**src/rtl/vs_fp_dot_product_if.sv**
```systemverilog
// Stream interface for vs_fp_dot_product.
//   Input stream : in_valid / in_ready handshake carrying the operand pair
//                  in_a, in_b (signed Q format) and the end-of-vector flag in_last.
//   Output stream: out_valid / out_ready handshake carrying out_result (signed Q),
//                  out_count (elements in the vector, saturating) and out_ovf.
//   modport master: the producer of element pairs and the consumer of results.
//   modport slave : the dot-product engine.
interface vs_fp_dot_product_if #(
  parameter int CNT_W = 16
);
  logic                    in_valid;
  logic                    in_ready;
  logic signed [31:0]      in_a;
  logic signed [31:0]      in_b;
  logic                    in_last;
  logic                    out_valid;
  logic                    out_ready;
  logic signed [31:0]      out_result;
  logic        [CNT_W-1:0] out_count;
  logic                    out_ovf;

  modport master (
    output in_valid, in_a, in_b, in_last, out_ready,
    input  in_ready, out_valid, out_result, out_count, out_ovf
  );

  modport slave (
    input  in_valid, in_a, in_b, in_last, out_ready,
    output in_ready, out_valid, out_result, out_count, out_ovf
  );
endinterface

```
**src/rtl/vs_fp_dot_product.sv**
```systemverilog
// Streaming fixed-point dot-product engine.
//   Element pairs (a, b) in signed Q format are multiplied in a registered
//   stage, accumulated in an ACC_W-bit accumulator and, once the beat flagged
//   in_last has been folded in, one Q-format result per vector is presented on
//   the output stream and held until the consumer takes it.
// Ports:
//   clock - rising-edge clock
//   reset - synchronous, active-high reset
//   bus   - vs_fp_dot_product_if.slave (in_valid/in_ready/in_a/in_b/in_last,
//           out_valid/out_ready/out_result/out_count/out_ovf)
// Build option:
//   VS_FP_DOT_SAT_EN - when defined, out_result saturates to the signed 32-bit
//   range; otherwise it is the low 32 bits of the accumulator (wrap).
//   out_ovf flags an out-of-range accumulator in both builds.
// Timing: out_valid rises two edges after the edge that accepts the last beat;
// with out_ready held high there are three idle input cycles between vectors.
module vs_fp_dot_product #(
  parameter int Q     = 15,
  parameter int ACC_W = 64,
  parameter int CNT_W = 16
) (
  input logic              clock,
  input logic              reset,
  vs_fp_dot_product_if.slave bus
);
  localparam int DATA_W = 32;
  localparam int PROD_W = 2 * DATA_W;

  typedef enum logic [1:0] {ACCUM, DRAIN, HOLD} state_t;

  state_t                   state;
  logic                     in_ready_r;
  logic                     out_valid_r;
  logic signed [DATA_W-1:0] out_result_r;
  logic        [CNT_W-1:0]  out_count_r;
  logic                     out_ovf_r;

  logic                     accept_p0;
  logic signed [PROD_W-1:0] prod_p0;
  logic signed [PROD_W-1:0] prod_p1;
  logic                     vld_p1;
  logic                     last_p1;
  logic signed [ACC_W-1:0]  acc_p2;
  logic        [CNT_W-1:0]  cnt_p2;
  logic signed [ACC_W-1:0]  acc_next;

  // True when the accumulator does not fit in signed DATA_W bits: the bits
  // above the result sign bit are not a pure sign extension.
  function automatic logic acc_ovf(input logic signed [ACC_W-1:0] v);
    logic [ACC_W-DATA_W:0] hi;
    hi = v[ACC_W-1:DATA_W-1];
    return !((&hi) || !(|hi));
  endfunction

  function automatic logic signed [DATA_W-1:0] fmt_result(input logic signed [ACC_W-1:0] v);
`ifdef VS_FP_DOT_SAT_EN
    if (acc_ovf(v))
      return v[ACC_W-1] ? {1'b1, {(DATA_W-1){1'b0}}} : {1'b0, {(DATA_W-1){1'b1}}};
    else
      return v[DATA_W-1:0];
`else
    return v[DATA_W-1:0];
`endif
  endfunction

  // Stage 0: handshake and full-width product, rescaled by an arithmetic
  // shift (floor toward minus infinity).
  assign accept_p0 = bus.in_valid && in_ready_r;
  assign prod_p0   = (PROD_W'(bus.in_a) * PROD_W'(bus.in_b)) >>> Q;

  // Stage 2 adder input: product sign-extended to the accumulator width.
  assign acc_next  = acc_p2 + ACC_W'(prod_p1);

  always_ff @(posedge clock) begin
    if (reset) begin
      state        <= ACCUM;
      in_ready_r   <= 1'b0;
      out_valid_r  <= 1'b0;
      out_result_r <= '0;
      out_count_r  <= '0;
      out_ovf_r    <= 1'b0;
      prod_p1      <= '0;
      vld_p1       <= 1'b0;
      last_p1      <= 1'b0;
      acc_p2       <= '0;
      cnt_p2       <= '0;
    end else begin
      // Stage 0 -> 1: register the product with its valid/last tags.
      vld_p1  <= accept_p0;
      last_p1 <= accept_p0 && bus.in_last;
      if (accept_p0)
        prod_p1 <= prod_p0;

      // Stage 1 -> 2: accumulate; the element count saturates, acc wraps.
      if (vld_p1) begin
        acc_p2 <= acc_next;
        if (cnt_p2 != '1)
          cnt_p2 <= cnt_p2 + CNT_W'(1);
      end

      case (state)
        ACCUM: begin
          if (accept_p0 && bus.in_last) begin
            in_ready_r <= 1'b0;
            state      <= DRAIN;
          end else begin
            in_ready_r <= 1'b1;
          end
        end
        DRAIN: begin
          // Wait one edge for the last product to land in acc_p2, then
          // publish and clear for the next vector.
          if (!(vld_p1 && last_p1)) begin
            out_result_r <= fmt_result(acc_p2);
            out_count_r  <= cnt_p2;
            out_ovf_r    <= acc_ovf(acc_p2);
            out_valid_r  <= 1'b1;
            acc_p2       <= '0;
            cnt_p2       <= '0;
            state        <= HOLD;
          end
        end
        HOLD: begin
          if (bus.out_ready) begin
            out_valid_r <= 1'b0;
            in_ready_r  <= 1'b1;
            state       <= ACCUM;
          end
        end
        default: begin
          in_ready_r <= 1'b0;
          state      <= ACCUM;
        end
      endcase
    end
  end

  assign bus.in_ready   = in_ready_r;
  assign bus.out_valid  = out_valid_r;
  assign bus.out_result = out_result_r;
  assign bus.out_count  = out_count_r;
  assign bus.out_ovf    = out_ovf_r;
endmodule

```
**src/flat_wrapper.sv**
```systemverilog
// flat-port wrapper written by rule: the top's interface ports become plain ports
module vs_fp_dot_product_flat 
#(
  parameter int Q     = 15,
  parameter int ACC_W = 64,
  parameter int CNT_W = 16
)
  (clock, reset, bus_in_valid, bus_in_a, bus_in_b, bus_in_last, bus_out_ready, bus_in_ready, bus_out_valid, bus_out_result, bus_out_count, bus_out_ovf);
  vs_fp_dot_product_if #(.CNT_W(CNT_W)) bus_i ();
  input logic clock;
  input logic reset;
  input wire logic [$bits(bus_i.in_valid)-1:0] bus_in_valid;
  input wire logic [$bits(bus_i.in_a)-1:0] bus_in_a;
  input wire logic [$bits(bus_i.in_b)-1:0] bus_in_b;
  input wire logic [$bits(bus_i.in_last)-1:0] bus_in_last;
  input wire logic [$bits(bus_i.out_ready)-1:0] bus_out_ready;
  output wire logic [$bits(bus_i.in_ready)-1:0] bus_in_ready;
  output wire logic [$bits(bus_i.out_valid)-1:0] bus_out_valid;
  output wire logic [$bits(bus_i.out_result)-1:0] bus_out_result;
  output wire logic [$bits(bus_i.out_count)-1:0] bus_out_count;
  output wire logic [$bits(bus_i.out_ovf)-1:0] bus_out_ovf;
  assign bus_i.in_valid = bus_in_valid;
  assign bus_i.in_a = bus_in_a;
  assign bus_i.in_b = bus_in_b;
  assign bus_i.in_last = bus_in_last;
  assign bus_i.out_ready = bus_out_ready;
  assign bus_in_ready = bus_i.in_ready;
  assign bus_out_valid = bus_i.out_valid;
  assign bus_out_result = bus_i.out_result;
  assign bus_out_count = bus_i.out_count;
  assign bus_out_ovf = bus_i.out_ovf;
  vs_fp_dot_product #(.Q(Q), .ACC_W(ACC_W), .CNT_W(CNT_W)) u_core (.clock(clock), .reset(reset), .bus(bus_i));
endmodule
```
**config.mk**
```make
export PLATFORM = sky130hd
export DESIGN_NAME = vs_fp_dot_product_flat
export DESIGN_NICKNAME = d
export VERILOG_FILES = /design/src/rtl/vs_fp_dot_product_if.sv /design/src/rtl/vs_fp_dot_product.sv /design/src/flat_wrapper.sv
export SDC_FILE = /design/constraint.sdc
export NUM_CORES = 2
export LEC_CHECK = 0
export BUFFER_PORTS_ARGS = -buffer_cell sky130_fd_sc_hd__buf_2
export CAP_MARGIN = 25
export CORE_ASPECT_RATIO = 0.5
export CORE_MARGIN = 10
export CORE_UTILIZATION = 58
export CTS_CLUSTER_DIAMETER = 50
export DETAILED_ROUTE_END_ITERATION = 16
export HOLD_SLACK_MARGIN = 0.12
export PLACE_DENSITY = 0.75
export SETUP_SLACK_MARGIN = 0.1
export SYNTH_ARGS = -nofsm -noshare
export SYNTH_HDL_FRONTEND = slang
export SYNTH_SLANG_ARGS = --single-unit
```
**constraint.sdc**
```tcl
create_clock -name clock -period 14.1 [get_ports clock]
set_clock_uncertainty 0.15 [all_clocks]
set_input_delay 0.705 -clock clock [delete_from_list [all_inputs] [get_ports clock]]
set_output_delay 0.705 -clock clock [all_outputs]
set_load 0.01 [all_outputs]
```
# Yosys cells after proc, flatten, opt, wreduce, memory -nomap -nowiden
# Index checks and enable logic that the tools add are counted.
[totals] output_inout_bits=51 reg_bits=184
[op_classes] mul=1 reduce_logical=14 mux=17 n_bitwise=2 add_sub_neg=2 eq_ne=6
[op_table] op="$mux W64" n=3
[op_table] op="$add A64 B49 Y64" n=1
[op_table] op="$mul A32 B32 Y64" n=1
[op_table] op="$mux W16" n=4
[op_table] op="$reduce_and A33 Y1" n=1
[op_table] op="$reduce_or A33 Y1" n=1
[op_table] op="$add A16 B1 Y16 const B" n=1
[op_table] op="$ne A16 B16 Y1 const B" n=1
[op_table] op="$mux W2" n=3
[op_table] op="$pmux W2 S3" n=1
[op_table] op="$reduce_and A3 Y1" n=2
[op_table] op="$mux W1" n=4
[op_table] op="$ne A2 B2 Y1 const B" n=2
[op_table] op="$reduce_and A2 Y1" n=2
[op_table] op="$logic_and A1 B1 Y1" n=3
[op_table] op="$pmux W1 S3" n=1
[op_table] op="$eq A2 B1 Y1 const B" n=1
[op_table] op="$eq A2 B2 Y1 const B" n=1
[op_table] op="$logic_not A1 Y1" n=2
[op_table] op="$logic_not A2 Y1" n=1
[op_table] op="$ne A2 B1 Y1 const B" n=1
[op_table] op="$not A1 Y1" n=2
[op_table] op="$pmux W1 S2" n=1
[op_table] op="$reduce_bool A2 Y1" n=1
[op_table] op="$logic_or A1 B1 Y1" n=1

# Depth between registers and ports, before layout
[depth] word_depth=5 ltp_mapped=31 mapped_depth_nobuf=30

# Worst setup path after synthesis
# Ideal clock, no wire load.
[synth_path] kind="in2reg" startpoint="input bus_in_a[31]" endpoint="register, netlist name u_core.prod_p1[48]" cell_stages=26 required_time_ns=13.876 path_buffers=2 arrival_time_ns=8.272 path_slack_ns=5.604 cell_sequence="clkbuf_1 > nand2_1 > inv_1 > fa_1 > inv_1 > fa_1 > fa_1 > inv_1 > fa_1 > inv_1 > fa_1 > inv_1 > fa_1 > fa_1 > fa_1 > ha_1 > clkbuf_1 > a21o_1 > a211oi_1 > nand2_1 > o21ai_0 > a21o_2 > o22ai_2 > a221o_1 > or4_1 > a31oi_1"
[synth_via] elab_chain_len=1
[synth_lines] element="start, declared" line_no="flat_wrapper.sv:13" text="input wire logic [$bits(bus_i.in_a)-1:0] bus_in_a;"
[synth_lines] element="$mul A32 B32 Y64" line_no="vs_fp_dot_product.sv:69" text="assign prod_p0 = (PROD_W'(bus.in_a) * PROD_W'(bus.in_b)) >>> Q;"
# Every way passes these cells.
# A chain may end at the register's enable or synchronous reset.

# Final worst setup path
[layout_path] startpoint="input bus_in_b[5]" endpoint="register, netlist name u_core.prod_p1[48]"
[layout_via] elab_chain_len=1
[layout_lines] element="start, declared" line_no="flat_wrapper.sv:14" text="input wire logic [$bits(bus_i.in_b)-1:0] bus_in_b;"
[layout_lines] element="$mul A32 B32 Y64" line_no="vs_fp_dot_product.sv:69"
# Every way passes these cells.

==> run metrics <==
final hold viol count=0; global route overflow=0; Vias/cell=roughly 5.7; largest net degree at the start of global routing=82; Rows=72; synth-to-layout area growth=3.60%; Die ar.=between 90,000 and 100,000 µm²; Worst path max stage delay=slightly below 1 ns; Crit. End Element=flop; FMAX=about 110 MHz; DIE HEIGHT=roughly 220 µm; Worst EP required=about 14 ns; Root Driver=clkbuf_16; antenna violations before repair=7; 1st-pass router iterations=6; grt met1 use=0.380; max-slew violation count=0; placed instance area=about 47,000 µm²; crit start category=primary input; first-pass GRT wire length=201,000 µm; Antenna Violating Nets Remaining=0; CTS tree=built; Mapped Cells=roughly 5,000; Final Cell Area=47,200 µm²; worst reg-to-reg setup slack=between 10 and 15 ns; flops & latches, synth=roughly 180; Synth Area per Inst=roughly 9 µm²; TritonCTS Buffers=17; number of flops mapped to enable cells by yosys=0; vias in the first global route=around 37,000; nets=~6,300; R2R cell count=12; initial core utilization=0.588; Slew @ Worst Pin=between 1 and 1.5 ns; Seq/Total Area, Yosys=0.0808; crit path time final=9.05 ns; Synth top area share=0.475; syn_nets=about 6,400; Resized cells post-CTS=0; outcome=finished clean; CTS sink count=between 150 and 200; met2 GRT Util=0.413; post-DP HPWL=roughly 100,000 µm; max-cap viol count=0; type of the tightest min-delay check=flop to flop; synth top area cells=fa_1 48%, inv_1 8.2%, dfxtp_1 8.1%; Critical R2R Capture=u_core.acc_p2[61]$_SDFF_PP0_; GR Util met3=0.117; Distinct cells, synth=slightly above 80; top cells by count, synth=1,082 x fa_1, 995 x inv_1, 656 x nand2_1; initial drt markers=roughly 2,800; most used cell, CP=fa_1; most area-hungry cell type in the Yosys netlist=fa_1; Final GP Congestion=about 0.97; final setup fails=0; # DRC=0; port bufs=roughly 120; # IOs=between 100 and 150; grt peak-use layer=met2; Die W=around 420 µm; Post-synth ARST share=0; CP max-delay cell=fa_1; count leader, synth=fa_1; Top FF cell, synth=dfxtp_1; headroom to the max-slew limit=0.303; htree depth=4; hold_sp=u_core.prod_p1[0]$_SDFFE_PP0P_; share of layout cells above drive strength 1=0.0394; cts hold-fix bufs=0; Core ar.=between 70,000 and 80,000 µm²; Hold Path Depth=2; Clk pin slew, worst setup/hold paths=roughly 0.07 ns; final worst-path cycle share=0.642; Worst-Skew Late Latency=between 0.4 and 0.5 ns; CP Class=primary input to flop; final WL=around 120,000 µm; setup bufs post-CTS=0; Hold Path End=u_core.prod_p1[0]$_SDFFE_PP0P_; crit path max fanout=32; vias post-DR=~34,000; DR WL/cell=20.9 µm; post-synthesis cell area=45,600 µm²; critical path arrival=between 9 and 10 ns; clock tree buffer depth=2; unrepaired setup endpoints after global routing=no; Syn. warnings=0; global-route usage over all layers=0.278; RR Startpoint=u_core.acc_p2[6]$_SDFF_PP0_; setup TNS=0 ns
## layout make-up
type	count	area, µm²
Multi-Input combinational cell	3556	37100
Tap cell	1036	1300
Antenna cell	3	7.51
Timing Repair Buffer	137	758
Fill cell	6522	30300
Inverter	996	3740
Sequential cell	184	3680
Clock buffer	19	443
Clock inverter	12	156
## layer usage
metal | vias up | wire length, µm
li1 | 14914 | -
met1 | 17274 | 53600
met2 | 1625 | 52500
met3 | 152 | 16300
met4 | 6 | 1800
met5 | - | 125
## critical path, delay by kind of cell
kind                       cells  cell delay [ns]
buffers and inverters          6             1.35
and+or+nand+nor                3             0.80
AOI/OAI and AO/OA              7             1.42
adders and majority gates      9             4.94
## per-stage QoR
stage | hold slack (ns) | instances | util | setup slack, ns
2_1_floorplan | 0.279 | 5010 | - | 5.60
3_3_place_gp | 0.297 | 5907 | 0.601 | 4.77
3_5_place_dp | 0.300 | 5908 | 0.601 | 4.66
4_1_cts | 0.316 | 5939 | 0.608 | 5.11
5_1_grt | 0.332 | 5942 | 0.609 | 4.67
6_report | 0.311 | 5943 | 0.609 | 5.05
## cells in the final DEF, fill, tap and decap left out, types with 43 or more instances in the layout
| cell | instances |
|---|---|
| a21oi_1 | 191 |
| a22o_1 | 68 |
| and2_1 | 514 |
| buf_2 | 119 |
| dfxtp_1 | 184 |
| fa_1 | 1082 |
| ha_1 | 244 |
| inv_1 | 995 |
| nand2_1 | 655 |
| nand4_1 | 43 |
| nor2_1 | 140 |
| o21ai_0 | 94 |
| xnor2_1 | 84 |
| xor2_1 | 46 |
## flip-flops by register name (all words and copies together), names as in the netlist
signal and flops:
u_core.bus.in_ready 1, u_core.vld_p1 1, u_core.state 2, u_core.acc_p2 64, u_core.bus.out_ovf 1, u_core.bus.out_valid 1, u_core.cnt_p2 16, u_core.prod_p1 49
u_core.bus.out_result 32, u_core.last_p1 1, u_core.bus.out_count 16
## worst max path at each step
stage	to	slack [ns]	cells past startpoint	startpoint
final	u_core.prod_p1[48]$_SDFFE_PP0P_	5.05	25	bus_in_b[5]
after global routing	u_core.prod_p1[46]$_SDFFE_PP0P_	4.67	25	bus_in_b[5]
after CTS	u_core.prod_p1[48]$_SDFFE_PP0P_	5.11	25	bus_in_b[5]
after detailed placement	u_core.prod_p1[48]$_SDFFE_PP0P_	4.66	25	bus_in_b[5]
after global placement	u_core.prod_p1[48]$_SDFFE_PP0P_	4.77	25	bus_in_b[5]
after floorplan	u_core.prod_p1[48]$_SDFFE_PP0P_	5.60	26	bus_in_a[31]
## cells by family (layout without fill, tap and decap cells)
logic type / count (synthesis) / in the layout / synth area share
buffers and inverters: 1270 / 1164 / 0.105
AOI/OAI and AO/OA: 559 / 559 / 0.0804
muxes: 4 / 4 / 0.000878
DFF: 184 / 184 / 0.0808
other: 0 / 3 / 0
and+or+nand+nor: 1537 / 1537 / 0.166
adders and majority gates: 1326 / 1326 / 0.542
xor gates and xnor gates: 130 / 130 / 0.0250
Power is not shown: default switching activity piles up to over one toggle a cycle in this logic, so the estimate is an artifact.
